## config.mk

```make
export PLATFORM = sky130hd
export DESIGN_NAME = seg_scan_driver
export DESIGN_NICKNAME = d
export VERILOG_FILES = /design/src/rtl/seg_pkg.sv /design/src/rtl/seg_hex_decode.sv /design/src/rtl/seg_scan_driver.sv
export SDC_FILE = /design/constraint.sdc
export NUM_CORES = 1
export LEC_CHECK = 0
export CORE_ASPECT_RATIO = 1.4
export CORE_MARGIN = 2
export CORE_UTILIZATION = 52
export CTS_BUF_LIST = sky130_fd_sc_hd__clkbuf_4 sky130_fd_sc_hd__clkbuf_8
export CTS_CLUSTER_SIZE = 8
export DETAILED_ROUTE_END_ITERATION = 10
export PLACE_DENSITY = 0.78
export SLEW_MARGIN = 20
export SYNTH_ARGS = -nofsm -noshare
export SYNTH_HDL_FRONTEND = slang
export SYNTH_SLANG_ARGS = --single-unit
```

## constraint.sdc

```tcl
create_clock -name CLK -period 2.4 [get_ports CLK]
set_input_delay 0.48 -clock CLK [delete_from_list [all_inputs] [get_ports CLK]]
set_output_delay 0.48 -clock CLK [all_outputs]
set_load 0.02 [all_outputs]
```

## src/rtl/seg_pkg.sv

```systemverilog
// seg_pkg: shared definitions for the 7-segment display blocks.
//   NUM_DIGITS  - digits on the multiplexed display
//   SEG_BLANK   - active-low "all segments off" pattern
//   SEG_TABLE   - 16-entry active-low hex glyph table, bit order {G,F,E,D,C,B,A}
//   nibble_t    - one hex digit
//   disp_word_t - a full display image: eight nibbles plus eight decimal points
//   hex_to_seg  - table lookup helper, usable by single-digit consumers too
package seg_pkg;

  localparam int unsigned NUM_DIGITS = 8;
  localparam int unsigned NIBBLE_W   = 4;

  localparam logic [6:0] SEG_BLANK = 7'b1111111;

  // Index 15 is listed first so SEG_TABLE[n] yields the glyph for hex digit n.
  localparam logic [15:0][6:0] SEG_TABLE = {
    7'b0001110,  // F
    7'b0000110,  // E
    7'b0100001,  // d
    7'b1000110,  // C
    7'b0000011,  // b
    7'b0001000,  // A
    7'b0010000,  // 9
    7'b0000000,  // 8
    7'b1111000,  // 7
    7'b0000010,  // 6
    7'b0010010,  // 5
    7'b0011001,  // 4
    7'b0110000,  // 3
    7'b0100100,  // 2
    7'b1111001,  // 1
    7'b1000000   // 0
  };

  typedef logic [NIBBLE_W-1:0] nibble_t;

  typedef struct packed {
    logic [NUM_DIGITS*NIBBLE_W-1:0] data;
    logic [NUM_DIGITS-1:0]          dp;
  } disp_word_t;

  function automatic logic [6:0] hex_to_seg(input nibble_t n);
    return SEG_TABLE[n];
  endfunction

endpackage

```

## src/rtl/seg_hex_decode.sv

```systemverilog
// seg_hex_decode: combinational hex nibble to active-low 7-segment decoder.
// Ports:
//   nibble_i  in  4  hex digit 0..F
//   seg_o     out 7  active-low segments, bit order {G,F,E,D,C,B,A}
module seg_hex_decode
  import seg_pkg::*;
(
  input  logic [3:0] nibble_i,
  output logic [6:0] seg_o
);

  always_comb begin
    seg_o = hex_to_seg(nibble_i);
  end

endmodule

```

## src/rtl/seg_scan_driver.sv

```systemverilog
// seg_scan_driver: eight-digit multiplexed 7-segment display driver.
//
// A 32-bit hex word (plus eight decimal points) is captured on LOAD into a
// pending image and promoted to the displayed image only at a frame boundary,
// so one scan frame never mixes old and new values. Each digit slot lasts
// SCAN_DIV cycles; the first BLANK_CYCLES of a slot keep every anode and
// segment off to suppress ghosting between digits. All outputs are registered.
//
// Parameters:
//   SCAN_DIV      cycles per digit slot (>= 2)
//   BLANK_CYCLES  blanked cycles at the start of each slot (< SCAN_DIV)
// Ports:
//   CLK            in   system clock
//   RST            in   synchronous active-high reset
//   DATA[31:0]     in   nibble i drives digit i (AN0 = rightmost)
//   DP_IN[7:0]     in   decimal point per digit, 1 = lit
//   LOAD           in   one-cycle capture strobe for DATA/DP_IN
//   BUSY           out  a captured value is waiting for the frame boundary
//   CA..CG, CDP    out  segments and decimal point, active-low
//   AN0..AN7       out  anodes, active-low, at most one low at a time
// Build option:
//   LEADING_ZERO_BLANK_EN  when defined, digits 1..7 whose nibble and every
//                          higher nibble are zero (and whose DP is off) show
//                          no segments; digit 0 is always shown.
module seg_scan_driver
  import seg_pkg::*;
#(
  parameter int unsigned SCAN_DIV     = 100000,
  parameter int unsigned BLANK_CYCLES = 1000
) (
  input  logic        CLK,
  input  logic        RST,
  input  logic [31:0] DATA,
  input  logic [7:0]  DP_IN,
  input  logic        LOAD,
  output logic        BUSY,
  output logic        CA,
  output logic        CB,
  output logic        CC,
  output logic        CD,
  output logic        CE,
  output logic        CF,
  output logic        CG,
  output logic        CDP,
  output logic        AN0,
  output logic        AN1,
  output logic        AN2,
  output logic        AN3,
  output logic        AN4,
  output logic        AN5,
  output logic        AN6,
  output logic        AN7
);

  localparam int unsigned PreW = (SCAN_DIV > 1) ? $clog2(SCAN_DIV) : 1;
  localparam logic [PreW-1:0] PreLast  = PreW'(SCAN_DIV - 1);
  localparam logic [PreW-1:0] PreBlank = PreW'(BLANK_CYCLES);

  // Scan timing
  logic [PreW-1:0] pre_q, pre_d;
  logic [2:0]      idx_q, idx_d;
  logic            tick;
  logic            frame;

  // Two-stage image path
  disp_word_t pend_q, pend_d;
  disp_word_t disp_q, disp_d;
  logic       busy_q, busy_d;

  // Output registers
  logic [NUM_DIGITS-1:0] an_q, an_d;
  logic [6:0]            seg_q, seg_d;
  logic                  cdp_q, cdp_d;

  // Current digit decode
  nibble_t               cur_nib;
  logic [6:0]            cur_seg;
  logic                  slot_lit;
  logic [NUM_DIGITS-1:0] lz_blank;

  // ---------------------------------------------------------------------------
  // Prescaler and digit index
  // ---------------------------------------------------------------------------
  assign tick  = (pre_q == PreLast);
  assign frame = tick && (idx_q == 3'd7);

  always_comb begin
    pre_d = tick ? '0 : pre_q + PreW'(1);
    idx_d = tick ? idx_q + 3'd1 : idx_q;
  end

  // ---------------------------------------------------------------------------
  // Load path: LOAD always refreshes the pending image. A LOAD on the frame
  // cycle bypasses straight to the display image, otherwise the pending image
  // is promoted at the next frame boundary.
  // ---------------------------------------------------------------------------
  always_comb begin
    pend_d = pend_q;
    disp_d = disp_q;
    busy_d = busy_q;
    if (LOAD) begin
      pend_d = '{data: DATA, dp: DP_IN};
      if (frame) begin
        disp_d = '{data: DATA, dp: DP_IN};
        busy_d = 1'b0;
      end else begin
        busy_d = 1'b1;
      end
    end else if (frame && busy_q) begin
      disp_d = pend_q;
      busy_d = 1'b0;
    end
  end

  // ---------------------------------------------------------------------------
  // Digit decode
  // ---------------------------------------------------------------------------
  assign cur_nib = disp_q.data[{idx_q, 2'b00} +: NIBBLE_W];

  seg_hex_decode u_hex_decode (
    .nibble_i (cur_nib),
    .seg_o    (cur_seg)
  );

`ifdef LEADING_ZERO_BLANK_EN
  // Walk from the most significant digit down: a digit is a leading zero
  // while it and every digit above it hold zero. Digit 0 always shows.
  logic upper_zero;

  always_comb begin
    lz_blank   = '0;
    upper_zero = 1'b1;
    for (int i = NUM_DIGITS - 1; i >= 1; i--) begin
      upper_zero  = upper_zero & (disp_q.data[i*NIBBLE_W +: NIBBLE_W] == '0);
      lz_blank[i] = upper_zero & ~disp_q.dp[i];
    end
  end
`else
  assign lz_blank = '0;
`endif

  // ---------------------------------------------------------------------------
  // Output next-state: the anode stays off for the first BLANK_CYCLES of each
  // slot, and segments are forced off whenever no anode is driven.
  // ---------------------------------------------------------------------------
  assign slot_lit = (pre_q >= PreBlank);

  always_comb begin
    an_d  = '1;
    seg_d = SEG_BLANK;
    cdp_d = 1'b1;
    if (slot_lit) begin
      an_d[idx_q] = 1'b0;
      if (!lz_blank[idx_q]) begin
        seg_d = cur_seg;
        cdp_d = ~disp_q.dp[idx_q];
      end
    end
  end

  // ---------------------------------------------------------------------------
  // State
  // ---------------------------------------------------------------------------
  always_ff @(posedge CLK) begin
    if (RST) begin
      pre_q  <= '0;
      idx_q  <= '0;
      pend_q <= '0;
      disp_q <= '0;
      busy_q <= 1'b0;
      an_q   <= '1;
      seg_q  <= SEG_BLANK;
      cdp_q  <= 1'b1;
    end else begin
      pre_q  <= pre_d;
      idx_q  <= idx_d;
      pend_q <= pend_d;
      disp_q <= disp_d;
      busy_q <= busy_d;
      an_q   <= an_d;
      seg_q  <= seg_d;
      cdp_q  <= cdp_d;
    end
  end

  // ---------------------------------------------------------------------------
  // Pin mapping
  // ---------------------------------------------------------------------------
  assign BUSY = busy_q;
  assign {CG, CF, CE, CD, CC, CB, CA} = seg_q;
  assign CDP = cdp_q;
  assign AN0 = an_q[0];
  assign AN1 = an_q[1];
  assign AN2 = an_q[2];
  assign AN3 = an_q[3];
  assign AN4 = an_q[4];
  assign AN5 = an_q[5];
  assign AN6 = an_q[6];
  assign AN7 = an_q[7];

endmodule

```

==> impl_metrics.csv <==
group,metric,value,unit
outcome,status,"finished clean",
floorplanning,rows,41,
pwr,vdd_drop_max,0.000513,V
timing,period_share,91.6,%
layout,n_antenna_cell,0,
drt,ant_nets,0,
pwr,power.share.clock,42.7,%
yosys,syn_area,0.00490,mm²
critical_path,worstPathCellList,"mux2_2, a22oi_1, o211ai_1, inv_1, ha_1, nand2_1, a21oi_1, a311o_1",
pwr,p_leak,0.00249,µW
clock_network,ctsLongestPathBuffers,2,
yosys,synth.area.top_cells,"dfxtp_1 (48%), mux2i_1 (10%), nand3b_1 (6.1%), nor2_1 (5.6%), nand3_1 (5.4%)",
critical_path,r2r_cells,8,
job,max_cap_viol_count,0,
critical_path,worstPathArrival,2520,ps
clock_network,cts_made_buffers,17,
placement,placed_cells,659,
yosys,synth_warnings,0,
yosys,synth_flop_cell,"dfxtp_1",
drt,drc,0,
timing,tns,0,ps
critical_path,r2r_end,"seg_q[1]$_SDFF_PP1_",
timing,relSlewSlack,61.9,%
floorplanning,die_w,86.1,µm
drt,via_per_inst,5.47,
floorplanning,initial_core_util,54.0,%
pwr,p_sw,853,µW
grt,grt_pass1_vias,3697,
critical_path,reg2reg_from,"idx_q[2]$_SDFFE_PP0P_",
clock_network,post_cts_resized,0,
timing,final_max_slew_viol_count,0,
layout,multi_input_area,0.00233,mm²
timing,fmax,455,MHz
timing,hold_violations,0,
placement,dp_hpwl,7320,µm
placement,port_buffers,59,
layout,fin_cells,691,
drt,drt-initial-drc-count,216,
drt,vias,3778,
floorplanning,die_h,119,µm
pwr,power.density,654,mW/mm²
clock_network,cts_tree,"yes",
yosys,yosys.area.top_type,"dfxtp_1",
yosys,synthDistinctLibCells,46,
critical_path,critPathSlowestCell,"dfxtp_1",
placement,place_ws,95.5,ps
timing,skew,17.3,ps
min_path,min_path_type,"flop to flop",
yosys,synth_fp_nets,569,
clock_network,cts_sinks,117,
floorplanning,die_area,0.0102,mm²
pwr,pwr-share-comb,5.5,%
critical_path,path_delay_family,"compound AO/OA/AOI/OAI gates",
layout,drive_above_1_share,11.5,%
yosys,seq_area_frac_synth,47.8,%
pwr,swShare,22.1,%
drt,dr.pass1.iters,6,
clock_network,cts-root-buf,"clkbuf_8",
critical_path,crit_required,2720,ps
pwr,p_int,3010,µW
layout,final_cell_mix,"dfxtp_1 (115), nor2_1 (73), clkdlybuf4s50_1 (57), nand3_1 (53), mux2i_1 (51)",
clock_network,path_clk_slew,60,ps
grt,grt_max_degree,41,
floorplanning,io_pins,60,
critical_path,critPathLaunchType,"flop",
timing,worst_pin_slew,571,ps
yosys,synth.ff_latch_count,117,
critical_path,max_stage_delay,450,ps
floorplanning,core_area,0.00908,mm²
layout,final_common_cell,"dfxtp_1",
clock_network,htreeDepth,4,
grt,antenna_found_initial,0,
clock_network,clkLatencyLatePin,440,ps
layout,area_growth_syn_to_layout,20.7,%
timing,period_needed,2200,ps
layout,nets,623,
critical_path,critical_path_class,"flop to flop",
drt,routedWlPerCell,15.1,µm
timing,fin_ws,202,ps
critical_path,end_kind,"flop",
grt,grt_usage,22.1,%
min_path,hold_start,"disp_q[31]$_SDFFE_PP0P_",
layout,seqCellArea,0.00234,mm²
min_path,min_path_cells,2,
critical_path,cp_num_buf_inv,1,
pwr,power_frac_seq,51.8,%
clock_network,postCtsHoldBufs,0,
drt,wl,10400,µm
yosys,syn_avg_cell_area,9.48,µm²
timing,setup-violations-final,0,
yosys,synth-edff-count,0,
placement,gp_congestion,0.860,
grt,grt_pass1_wl,17700,µm
yosys,async_flop_share,0,%
critical_path,worstPathMaxFanout,7,
layout,num-fill-cells,732,
clock_network,postCtsSetupRepairBufs,0,
min_path,hold-path-endpoint,"disp_q[31]$_SDFFE_PP0P_",
grt,overflow,0,
yosys,postSynthCellCount,517,
timing,rsz0062_at_grt,"false",
critical_path,reg2reg_slack,200,ps
yosys,synth.top_cell.area_share,47.8,%
==> cells in the mapped netlist, types with 3 or more instances <==
cell type	n
nor2_1	73
dfxtp_1	117
o221ai_1	3
inv_1	10
nand3b_1	40
nand2_1	48
nand4_1	4
and3_1	5
mux4_2	6
nor2b_1	3
buf_2	10
buf_4	3
xor2_1	7
mux2i_1	51
clkbuf_1	23
a21oi_1	4
xnor2_1	8
nand3_1	53
buf_6	3
ha_1	9
==> sequential cells by signal, indices dropped and copies added, names as in the netlist <==
| register | flops |
|---|---|
| BUSY | 1 |
| CDP | 1 |
| an_q | 8 |
| disp_q | 40 |
| idx_q | 3 |
| pend_q | 40 |
| pre_q | 17 |
| seg_q | 7 |
==> worst min-delay path: stages (launching register included) <==
cell and delay [ps]:
dfxtp_1 310, nand3b_1 80, nand2_1 40
==> metrics by stage <==
step	utilization, %	area [µm²]	hold WS [ps]	power (µW)
after floorplan	-	4900	441	2160
after global placement	61.0	5540	455	2250
after detailed placement	61.0	5540	461	2260
after CTS	65.1	5910	473	3900
after global routing	65.2	5920	496	4010
final	65.2	5920	473	3870
==> layer usage <==
layer,part of all wire [%],global-route usage (%),vias up
li1,-,-,1880
met1,41,25.5,1782
met2,53,37.2,99
met3,4.7,6.65,17
met4,2.0,9.92,0
met5,0,0,-
==> area by class of cell <==
type	instances	area share, %
sequential	117	39.6
multi-input combinational	350	39.4
timing repair buffer	74	11.8
clock buffer	22	4.91
tap	107	2.26
clock inverter	10	1.35
inverter	11	0.698
==> kinds of logic (layout without fill, tap and decap cells) <==
kind of cell	count (synthesis)	after routing	synth area share [%]
buf+inv	50	117	4.77
mux	62	62	14.9
xor+xnor	15	15	2.68
compound gates	22	22	3.04
simple gates	242	242	24.6
flops	117	117	47.8
fa+ha+maj	9	9	2.30
==> power by group through the flow <==
stage / clock network [µW] / registers (µW) / logic, µW
2_1_floorplan: 0 / 2040 / 121
3_3_place_gp: 0 / 2040 / 209
3_5_place_dp: 0 / 2050 / 213
4_1_cts: 1680 / 2000 / 214
5_1_grt: 1770 / 2010 / 233
6_report: 1650 / 2000 / 212
==> how the worst max path moves through the flow <==
stage                               end  cells after the start             startpoint
finish              seg_q[1]$_SDFF_PP1_                      8  idx_q[2]$_SDFFE_PP0P_
global route        seg_q[1]$_SDFF_PP1_                      8  idx_q[2]$_SDFFE_PP0P_
CTS                 seg_q[1]$_SDFF_PP1_                      6  idx_q[0]$_SDFFE_PP0P_
detailed placement  seg_q[1]$_SDFF_PP1_                      6  idx_q[0]$_SDFFE_PP0P_
global placement    seg_q[1]$_SDFF_PP1_                      6  idx_q[0]$_SDFFE_PP0P_
floorplan           seg_q[1]$_SDFF_PP1_                     10  idx_q[1]$_SDFFE_PP0P_
No activity file was read; power rests on OpenSTA's default activity.
